`src/rtl/alu_pkg.sv`:
```
// Shared ALU-side definitions: divider state encoding, default width
// and the 8-bit carry-lookahead slice used by the adder chains.
package alu_pkg;

   localparam logic [1:0] DIV_IDLE = 2'b00;
   localparam logic [1:0] DIV_RUN  = 2'b01;
   localparam logic [1:0] DIV_DONE = 2'b10;

   localparam int DIV_WIDTH = 32;

   // Returns {carry_out, sum[7:0]}.
   function automatic logic [8:0] cla8(
      input logic [7:0] a,
      input logic [7:0] b,
      input logic       cin
   );
      logic [7:0] g;
      logic [7:0] p;
      logic [8:0] c;
      g    = a & b;
      p    = a ^ b;
      c[0] = cin;
      for (int i = 0; i < 8; i++) begin
         c[i+1] = g[i] | (p[i] & c[i]);
      end
      return {c[8], p ^ c[7:0]};
   endfunction

endpackage

```
`src/rtl/div_sub_step.sv`:
```
// One restoring-division step: trial subtract of the divisor from the
// shifted partial remainder, restoring when the trial goes negative.
module div_sub_step
   import alu_pkg::*;
#(
   parameter int WIDTH = DIV_WIDTH
) (
   input  logic [WIDTH:0]   rem_shifted,
   input  logic [WIDTH-1:0] divisor,
   output logic [WIDTH:0]   next_rem,
   output logic             q_bit
);

   localparam int NS = (WIDTH + 8) / 8;
   localparam int NB = NS * 8;

   logic [NB-1:0] op_a;
   logic [NB-1:0] op_b;
   logic [NB-1:0] sum;
   logic [NS:0]   carry;
   logic [WIDTH:0] diff;
   logic          unused_bits;

   // Inverted zero-extended divisor; upper pad bits become ones.
   assign op_a     = NB'(rem_shifted);
   assign op_b     = ~NB'({1'b0, divisor});
   assign carry[0] = 1'b1;

   for (genvar s = 0; s < NS; s++) begin : g_slice
      assign {carry[s+1], sum[s*8 +: 8]} =
         cla8(op_a[s*8 +: 8], op_b[s*8 +: 8], carry[s]);
   end

   assign diff        = sum[WIDTH:0];
   assign q_bit       = ~diff[WIDTH];
   assign next_rem    = q_bit ? diff : rem_shifted;
   assign unused_bits = ^{sum[NB-1:WIDTH+1], carry[NS]};

endmodule

```
`src/rtl/div_restoring_seq.sv`:
```
// Multicycle signed radix-2 restoring divider; one step per clock,
// single-cycle completion strobe and sticky divide-by-zero flag.
module div_restoring_seq
   import alu_pkg::*;
#(
   parameter int WIDTH = DIV_WIDTH
) (
   input  logic             clock,
   input  logic             reset,
   input  logic             ctrl_DIV,
   input  logic [WIDTH-1:0] data_operandA,
   input  logic [WIDTH-1:0] data_operandB,
   output logic [WIDTH-1:0] data_result,
   output logic             data_exception,
   output logic             data_resultRDY
);

   localparam int CNT_W = $clog2(WIDTH) + 1;
   localparam int NS    = (WIDTH + 8) / 8;
   localparam int NB    = NS * 8;

   logic [1:0]       state;
   logic [CNT_W-1:0] cnt;
   logic [WIDTH-1:0] quo;
   logic [WIDTH:0]   rem;
   logic [WIDTH-1:0] dvsr;
   logic             sign_q;
   logic             div0;

   logic [WIDTH:0]   rem_shifted;
   logic [WIDTH:0]   next_rem;
   logic             q_bit;
   logic [WIDTH-1:0] abs_a;
   logic [WIDTH-1:0] abs_b;
   logic [WIDTH-1:0] signed_quo;

   logic [NB-1:0]    neg_a;
   logic [NB-1:0]    neg_sum;
   logic [NS:0]      neg_c;
   logic             unused_bits;

   assign abs_a = data_operandA[WIDTH-1] ? -data_operandA : data_operandA;
   assign abs_b = data_operandB[WIDTH-1] ? -data_operandB : data_operandB;

   assign rem_shifted = {rem[WIDTH-1:0], quo[WIDTH-1]};

   div_sub_step #(
      .WIDTH (WIDTH)
   ) u_step (
      .rem_shifted (rem_shifted),
      .divisor     (dvsr),
      .next_rem    (next_rem),
      .q_bit       (q_bit)
   );

   // Sign fixup: ~quo + 1 through the same lookahead slices.
   assign neg_a    = ~NB'(quo);
   assign neg_c[0] = 1'b1;

   for (genvar s = 0; s < NS; s++) begin : g_neg
      assign {neg_c[s+1], neg_sum[s*8 +: 8]} =
         cla8(neg_a[s*8 +: 8], 8'h00, neg_c[s]);
   end

   assign signed_quo  = sign_q ? neg_sum[WIDTH-1:0] : quo;
   assign unused_bits = ^{neg_sum[NB-1:WIDTH], neg_c[NS], rem[WIDTH]};

   always_ff @(posedge clock) begin
      if (reset) begin
         state          <= DIV_IDLE;
         cnt            <= '0;
         quo            <= '0;
         rem            <= '0;
         dvsr           <= '0;
         sign_q         <= 1'b0;
         div0           <= 1'b0;
         data_result    <= '0;
         data_exception <= 1'b0;
         data_resultRDY <= 1'b0;
      end else if (ctrl_DIV) begin
         quo            <= abs_a;
         dvsr           <= abs_b;
         sign_q         <= data_operandA[WIDTH-1] ^ data_operandB[WIDTH-1];
         rem            <= '0;
         cnt            <= '0;
         div0           <= (data_operandB == '0);
         data_exception <= 1'b0;
         data_resultRDY <= 1'b0;
         state          <= (data_operandB == '0) ? DIV_DONE : DIV_RUN;
      end else begin
         data_resultRDY <= 1'b0;
         case (state)
            DIV_RUN: begin
               rem <= next_rem;
               quo <= {quo[WIDTH-2:0], q_bit};
               cnt <= cnt + CNT_W'(1);
               if (cnt == CNT_W'(WIDTH - 1)) begin
                  state <= DIV_DONE;
               end
            end
            DIV_DONE: begin
               data_result    <= div0 ? '0 : signed_quo;
               data_exception <= div0;
               data_resultRDY <= 1'b1;
               state          <= DIV_IDLE;
            end
            default: begin
               state <= DIV_IDLE;
            end
         endcase
      end
   end

endmodule

```
`config.mk`:
```
export PLATFORM = sky130hd
export DESIGN_NAME = div_restoring_seq
export DESIGN_NICKNAME = d
export VERILOG_FILES = /design/src/rtl/alu_pkg.sv /design/src/rtl/div_sub_step.sv /design/src/rtl/div_restoring_seq.sv
export SDC_FILE = /design/constraint.sdc
export NUM_CORES = 1
export LEC_CHECK = 0
export BUFFER_PORTS_ARGS = -buffer_cell sky130_fd_sc_hd__buf_2
export CORE_MARGIN = 2
export CORE_UTILIZATION = 50
export DETAILED_ROUTE_END_ITERATION = 7
export PLACE_DENSITY = 0.78
export SYNTH_ARGS = -nofsm -noshare
export SYNTH_HDL_FRONTEND = slang
export SYNTH_HIERARCHICAL = 1
export SYNTH_SLANG_ARGS = --single-unit
```
`constraint.sdc`:
```
create_clock -name clock -period 16.25 [get_ports clock]
set_input_delay 0.8125 -clock clock [delete_from_list [all_inputs] [get_ports clock]]
set_output_delay 0.8125 -clock clock [all_outputs]
set_load 0.02 [all_outputs]
```
==> summary.md, run 1 <==
| Metric | Value |
|---|---|
| Status | `finished clean` |
| Total grt overflow | `0` |
| Util after Layout | `58.5%` |
| Iteration-0 DRC Markers | `483` |
| HPWL Detailed | `14,500 um` |
| CTS buffer count | `17` |
| Die area | `0.0182 mm2` |
| Seq/Total Area, Yosys | `between 30 and 40%` |
| Synth Area in Simple Gates | `18.1%` |
| HP Class | `reg -> reg` |
| Initial core utilization | `51.3%` |
| Hold Vio Cnt, Final | `0` |
| Largest family of logic cells by synthesized area | `simple AND/OR/NAND/NOR gates` |
| TNS Setup | `0 ns` |
| Worst-margin pin slew | `1.12 ns` |
| Clock network power share | `between 40% and 50%` |
| RSZ-0062 raised after global routing | `no` |
| Mapped cell area | `around 0.0086 mm2` |
| Ratio of cells with drive above 1 in the final layout | `roughly 15%` |
| Min Tclk post-route | `14.93 ns` |
| Final worst-path cycle share | `91.9%` |
| Cells after DPL | `approximately 1,300` |
| Area Growth Syn to Fin | `13.9%` |
| Min-delay src | `rem[19]` |
| Endpoint, Worst Hold | `rem[19]` |
| FILL cells | `1,504` |
| Top FF cell, synth | `dfxtp_1` |
| Slew Viols, Final | `0` |
| Compound-Gate Fraction of Synth Area | `17.1%` |
| Slowest CP cell | `ha_1` |
| # rows | `47` |
| CP Buf/Inv Count | `3` |
| WL/cell | `around 16 um` |
| Comb pwr share | `13.0%` |
| Synth cell types | `46` |
| Seq pwr share | `39.8%` |
| Design Area, Final | `~0.0098 mm2` |
| Switching power | `0.000243 W` |
| GR peak layer | `met2` |
| Largest delay contributor family on the critical path | `adder cells` |
| Warnings from Yosys | `6` |
| Routed WL | `21,200 um` |
| Asr flop ratio synth | `0%` |
| Post-DP Area | `0.00910 mm2` |
| Die W | `about 130 um` |
| Slew HR | `25.3%` |
| Final Setup Violations | `0` |
| EDFF count, synth | `0` |
| Pin count of the biggest net entering global routing | `66` |
| GRT met2 Usage | `37.9%` |
| Total power divided by cell area | `95.2 mW/mm2` |
| Final Skew | `0.0101 ns` |
| Root buffer cell | `clkbuf_16` |
| CP Capture Type | `flop` |
| Power Internal | `0.000688 W` |
| Final net count | `1,217` |
| GR Layer Usage met3 | `5.11%` |
| CP Max Fanout | `29` |
| Synth Instances | `1,031` |
| Worst R2R Path Depth | `39` |
| CTS max path bufs | `2` |
| Reg clk slew, reported paths | `0.06 ns` |
| Most common cell after layout, fill and taps aside | `dfxtp_1` |
| Core Box Area | `0.0167 mm2` |
| Most frequent cells in the layout | `dfxtp_1, nand2_1, nor2_1, buf_2, a21oi_1` |
| FMAX | `67.0 MHz` |
| Residual DRC | `0` |
| Critical path launch point type | `flop` |
| IO Pins | `~100` |
| Flop and latch count out of synthesis | `140` |
| Required time of the critical path | `16.60 ns` |
| Final Instance Count excl. Fillers | `1,317` |
| Clock sinks | `140` |
| Critical setup path kind | `reg -> reg` |
| Xor/xnor cell area share of the yosys netlist | `5.62%` |
| Post-CTS Resized | `0` |
| Max Cap Violations | `0` |
| Global-route usage over all layers | `about a quarter` |
| Critical Path AT | `15.28 ns` |
| Worst R2R End | `rem[7]` |
| Antenna cells | `0` |
| Cts-stage hold buffer count | `0` |
| Synth Area in Adders | `approximately an eighth` |
| CP most frequent cell | `fa_1` |
| Mux contribution to synthesized area | `7.24%` |
| WHS Path Cells | `2` |
| Synth Area per Inst | `8.32 um2` |
| Die Ht | `135 um` |
| Via Count | `approximately 7,400` |
| Vias per cell | `5.64` |
| Drt pass-1 iters | `5` |
| H-tree lvl count | `4` |
| Leakage | `around 3.6 nW` |
| Routed Antenna Nets | `0` |
| First-pass GRT wire length | `34,800 um` |
| CTS tree | `done` |
| R2r setup slk | `1.32 ns` |
| Gpl congestion | `0.904` |
| Port Buffers | `100` |
| Hold Slack | `roughly 0.46 ns` |
| Max rail drop VDD | `0.0783 mV` |
| Max stage delay on crit path | `between 0.8 and 0.9 ns` |
| Initial antenna violation count | `0` |
| Grt met1 use | `32.4%` |
| RR Startpoint | `quo[31]` |
| Clk_lat worst skew | `about 0.43 ns` |
| Syn Nets | `1,164` |
| Vias in the first global route | `7,093` |
| Register area | `0.00280 mm2` |
| Multi-input logic area | `0.00519 mm2` |
| Number of post-CTS setup repair buffers | `0` |
| Net Sw Frac | `26.1%` |
==> final cells by class <==
cell class                      count  area share [%]
Clock buffer                       19            4.64
Clock inverter                     13            2.18
Inverter                           71            2.73
Multi-Input combinational cell    745            53.1
Sequential cell                   140            28.7
Tap cell                          220            2.82
Timing Repair Buffer              109            5.82
==> synth_stat cells, drive strengths merged, types with 6 or more instances <==
master | number | area (um2)
nor3 | 39 | 195
a21oi | 96 | 480
buf | 15 | 101
clkbuf | 60 | 225
dfxtp | 140 | 2800
nor2b | 8 | 50.1
o22ai | 12 | 75.1
or3 | 10 | 63.8
o41ai | 21 | 214
or4 | 15 | 120
a211oi | 50 | 375
fa | 31 | 621
o21ai | 25 | 125
o31ai | 13 | 97.6
xor2 | 49 | 429
nand4 | 6 | 37.5
nor2 | 106 | 398
mux2i | 62 | 621
xnor2 | 6 | 52.6
ha | 35 | 438
nand2 | 113 | 424
inv | 70 | 263
nor4 | 15 | 113
==> kinds of logic after synthesis <==
family                     Yosys count
AOI/OAI and AO/OA                  228
xor gates and xnor gates            55
adders and majority gates           66
buffers and inverters              146
DFF                                140
muxes                               62
and+or+nand+nor                    334
==> metrics by stage <==
stage          worst slack (ns)  power, W
4_1_cts                    1.42  0.000935
5_1_grt                   0.865  0.000966
3_3_place_gp               1.98  0.000492
3_5_place_dp               1.54  0.000497
2_1_floorplan              3.00  0.000459
6_report                   1.32  0.000930
==> worst min-delay path: stages (launching register included) <==
cell     delay (ns)
dfxtp_1        0.31
nand2_1        0.05
a21oi_1        0.05
==> layer usage <==
metal | part of all wire [%] | wire length (um)
met1 | 46 | 9780
met2 | 47 | 9930
met3 | 5.0 | 1070
met4 | 2.0 | 422
met5 | 0 | 0
==> worst max-delay path by stage <==
stage | from | cells past startpoint | endpoint
after floorplan | quo[31] | 40 | rem[0]
after global placement | quo[31] | 39 | rem[5]
after detailed placement | quo[31] | 39 | rem[2]
after CTS | quo[31] | 39 | rem[7]
after global routing | quo[31] | 39 | rem[8]
final | quo[31] | 39 | rem[7]
==> power groups by stage <==
stage	clock network, W	registers (W)	logic (W)
after floorplan	0	0.000372	0.0000873
after global placement	0	0.000377	0.000115
after detailed placement	0	0.000378	0.000119
after CTS	0.000443	0.000371	0.000121
after global routing	0.000458	0.000372	0.000136
final	0.000438	0.000371	0.000121
==> sequential cells by signal, indices dropped and copies added (netlist names) <==
name and cells:
data_result 32, data_exception 1, cnt 6, rem 32, sign_q 1, quo 32, state 2, div0 1
data_resultRDY 1, dvsr 32
No activity file was read; power rests on OpenSTA's default activity.
==> run 2, diff against run 1 <==
- MAX_ROUTING_LAYER: not set -> met4
==> run 2 against run 1 <==
Compared with the run above: power fell by 0.14%; cell count did not move; register-to-register slack improved by 0.02 ns; critical path type unchanged; design area did not move; clock power barely moved; sequential share of layout area did not move; largest power group unchanged.
==> summary.md, run 2 (synthesized netlist as in run 1, its figures left out) <==
| Metric | Value |
|---|---|
| Status | `finished clean` |
| Design Area, Final | `0.00977 mm2 (unchanged)` |
| Critical Path AT | `15.26 ns (-0.02 ns)` |
| Global-route usage over all layers | `24.6% (+0.74 points)` |
| Via Count | `7,428 (-0.081%)` |
| CTS tree | `done` |
| HP Class | `reg -> reg` |
| Multi-input logic area | `0.00519 mm2 (unchanged)` |
| Min Tclk post-route | `14.91 ns (-0.0169 ns)` |
| Total power divided by cell area | `95.1 mW/mm2 (-0.14%)` |
| WL/cell | `16.1 um (about the same)` |
| Critical setup path kind | `reg -> reg` |
| Hold Slack | `0.455 ns (-0.00116 ns)` |
| Drt pass-1 iters | `5 (unchanged)` |
| CP Max Fanout | `29 (unchanged)` |
| Port Buffers | `100 (unchanged)` |
| Leakage | `3.63 nW (unchanged)` |
| Register area | `0.00280 mm2 (unchanged)` |
| # rows | `47 (unchanged)` |
| Largest delay contributor family on the critical path | `adder cells` |
| Final net count | `1,217 (unchanged)` |
| Worst-margin pin slew | `1.10 ns (-0.0150 ns)` |
| Max Cap Violations | `0 (unchanged)` |
| Initial core utilization | `51.3% (unchanged)` |
| IO Pins | `101 (unchanged)` |
| FILL cells | `1,504 (unchanged)` |
| CP Capture Type | `flop` |
| Die Ht | `135 um (unchanged)` |
| CP Buf/Inv Count | `3 (unchanged)` |
| Clock sinks | `140 (unchanged)` |
| Residual DRC | `0 (unchanged)` |
| H-tree lvl count | `4 (unchanged)` |
| Final Skew | `0.00957 ns (-0.000540 ns)` |
| Area Growth Syn to Fin | `13.9% (unchanged)` |
| Slew HR | `26.3% (+1.0 points)` |
| Slew Viols, Final | `0 (unchanged)` |
| Antenna cells | `0 (unchanged)` |
| Most common cell after layout, fill and taps aside | `dfxtp_1` |
| Die area | `0.0182 mm2 (unchanged)` |
| Die W | `135 um (unchanged)` |
| TNS Setup | `0 ns (unchanged)` |
| Final Setup Violations | `0 (unchanged)` |
| First-pass GRT wire length | `34,800 um (about the same)` |
| CTS max path bufs | `2 (unchanged)` |
| Post-CTS Resized | `0 (unchanged)` |
| Total grt overflow | `0 (unchanged)` |
| Final worst-path cycle share | `91.8% (-0.10 points)` |
| Ratio of cells with drive above 1 in the final layout | `14.6% (unchanged)` |
| FMAX | `67.0 MHz (+0.11%)` |
| CP most frequent cell | `fa_1` |
| Gpl congestion | `0.919 (+1.7%)` |
| Max stage delay on crit path | `0.86 ns (about the same)` |
| Core Box Area | `0.0167 mm2 (unchanged)` |
| Routed Antenna Nets | `0 (unchanged)` |
| R2r setup slk | `1.34 ns (+0.02 ns)` |
| Required time of the critical path | `16.60 ns (about the same)` |
| Max rail drop VDD | `0.0775 mV (-0.96%)` |
| Most frequent cells in the layout | `dfxtp_1, nand2_1, nor2_1, buf_2, a21oi_1` |
| Number of post-CTS setup repair buffers | `0 (unchanged)` |
| Clk_lat worst skew | `0.43 ns (about the same)` |
| Cts-stage hold buffer count | `0 (unchanged)` |
| Post-DP Area | `0.00910 mm2 (unchanged)` |
| Reg clk slew, reported paths | `0.06 ns (about the same)` |
| HPWL Detailed | `14,500 um (unchanged)` |
| Critical path launch point type | `flop` |
| RSZ-0062 raised after global routing | `no` |
| Pin count of the biggest net entering global routing | `66 (unchanged)` |
| Slowest CP cell | `ha_1` |
| Vias per cell | `5.64 (about the same)` |
| CTS buffer count | `17 (unchanged)` |
| Iteration-0 DRC Markers | `485 (+0.41%)` |
| Root buffer cell | `clkbuf_16` |
| Routed WL | `21,200 um (about the same)` |
| Initial antenna violation count | `0 (unchanged)` |
| Hold Vio Cnt, Final | `0 (unchanged)` |
| Vias in the first global route | `7,096 (+0.042%)` |
## run 2: cell counts in the layout (fill, tap and decap cells not counted)
No cell type changed its count.
## run 2: area by class of cell
type                    count  area share (%)
well taps                 220            2.82
inverters                  71            2.73
clock buffers              19            4.64
repair buffers            109            5.82
flip-flops and latches    140            28.7
multi-input cells         745            53.1
clock inverters            13            2.18
## run 2: routing by layer
metal / wire (um) / GRT usage [%] / vias to the layer above / part of all wire [%]
met4: 425 / 7.58 / 0 / 2.0
met3: 1060 / 5.22 / 36 / 5.0
met5: 0 / - / - / 0
li1: - / - / 3692 / -
met1: 9820 / 32.5 / 3505 / 46
met2: 9890 / 38.0 / 195 / 47
## run 2: path summary, 6_finish.rpt
| path | from | endpoint | cells after the start |
|---|---|---|---|
| hold / removal | rem[19] | rem[19] | 2 |
| hold reg to reg | rem[19] | rem[19] | 2 |
| setup / recovery | quo[31] | rem[7] | 39 |
| setup reg to reg | quo[31] | rem[7] | 39 |
## run 2: per-stage QoR
step                worst slack (ns)  util, %  total power [W]  instances
global route                   0.866     58.5         0.000966       1317
CTS                             1.42     58.5         0.000935       1317
global placement                1.98     54.5         0.000492       1285
finish                          1.34     58.5         0.000929       1317
floorplan                       3.00        -         0.000459       1031
detailed placement              1.54     54.5         0.000497       1285
## run 2: worst register-to-register path, delay by kind of cell (launching register included)
| family | cells | cell delay [ns] |
|---|---|---|
| adders and majority gates | 33 | 13.46 |
| buffers and inverters | 3 | 0.54 |
| DFF | 1 | 0.36 |
| muxes | 1 | 0.26 |
| AOI/OAI and AO/OA | 1 | 0.14 |
| and+or+nand+nor | 1 | 0.08 |
## run 2: where the power goes
part	switching [W]	total, W	internal (W)
registers	0.0000139	0.000371	0.000357
clock network	0.000155	0.000437	0.000281
logic	0.0000719	0.000122	0.0000497
total	0.000241	0.000929	0.000688
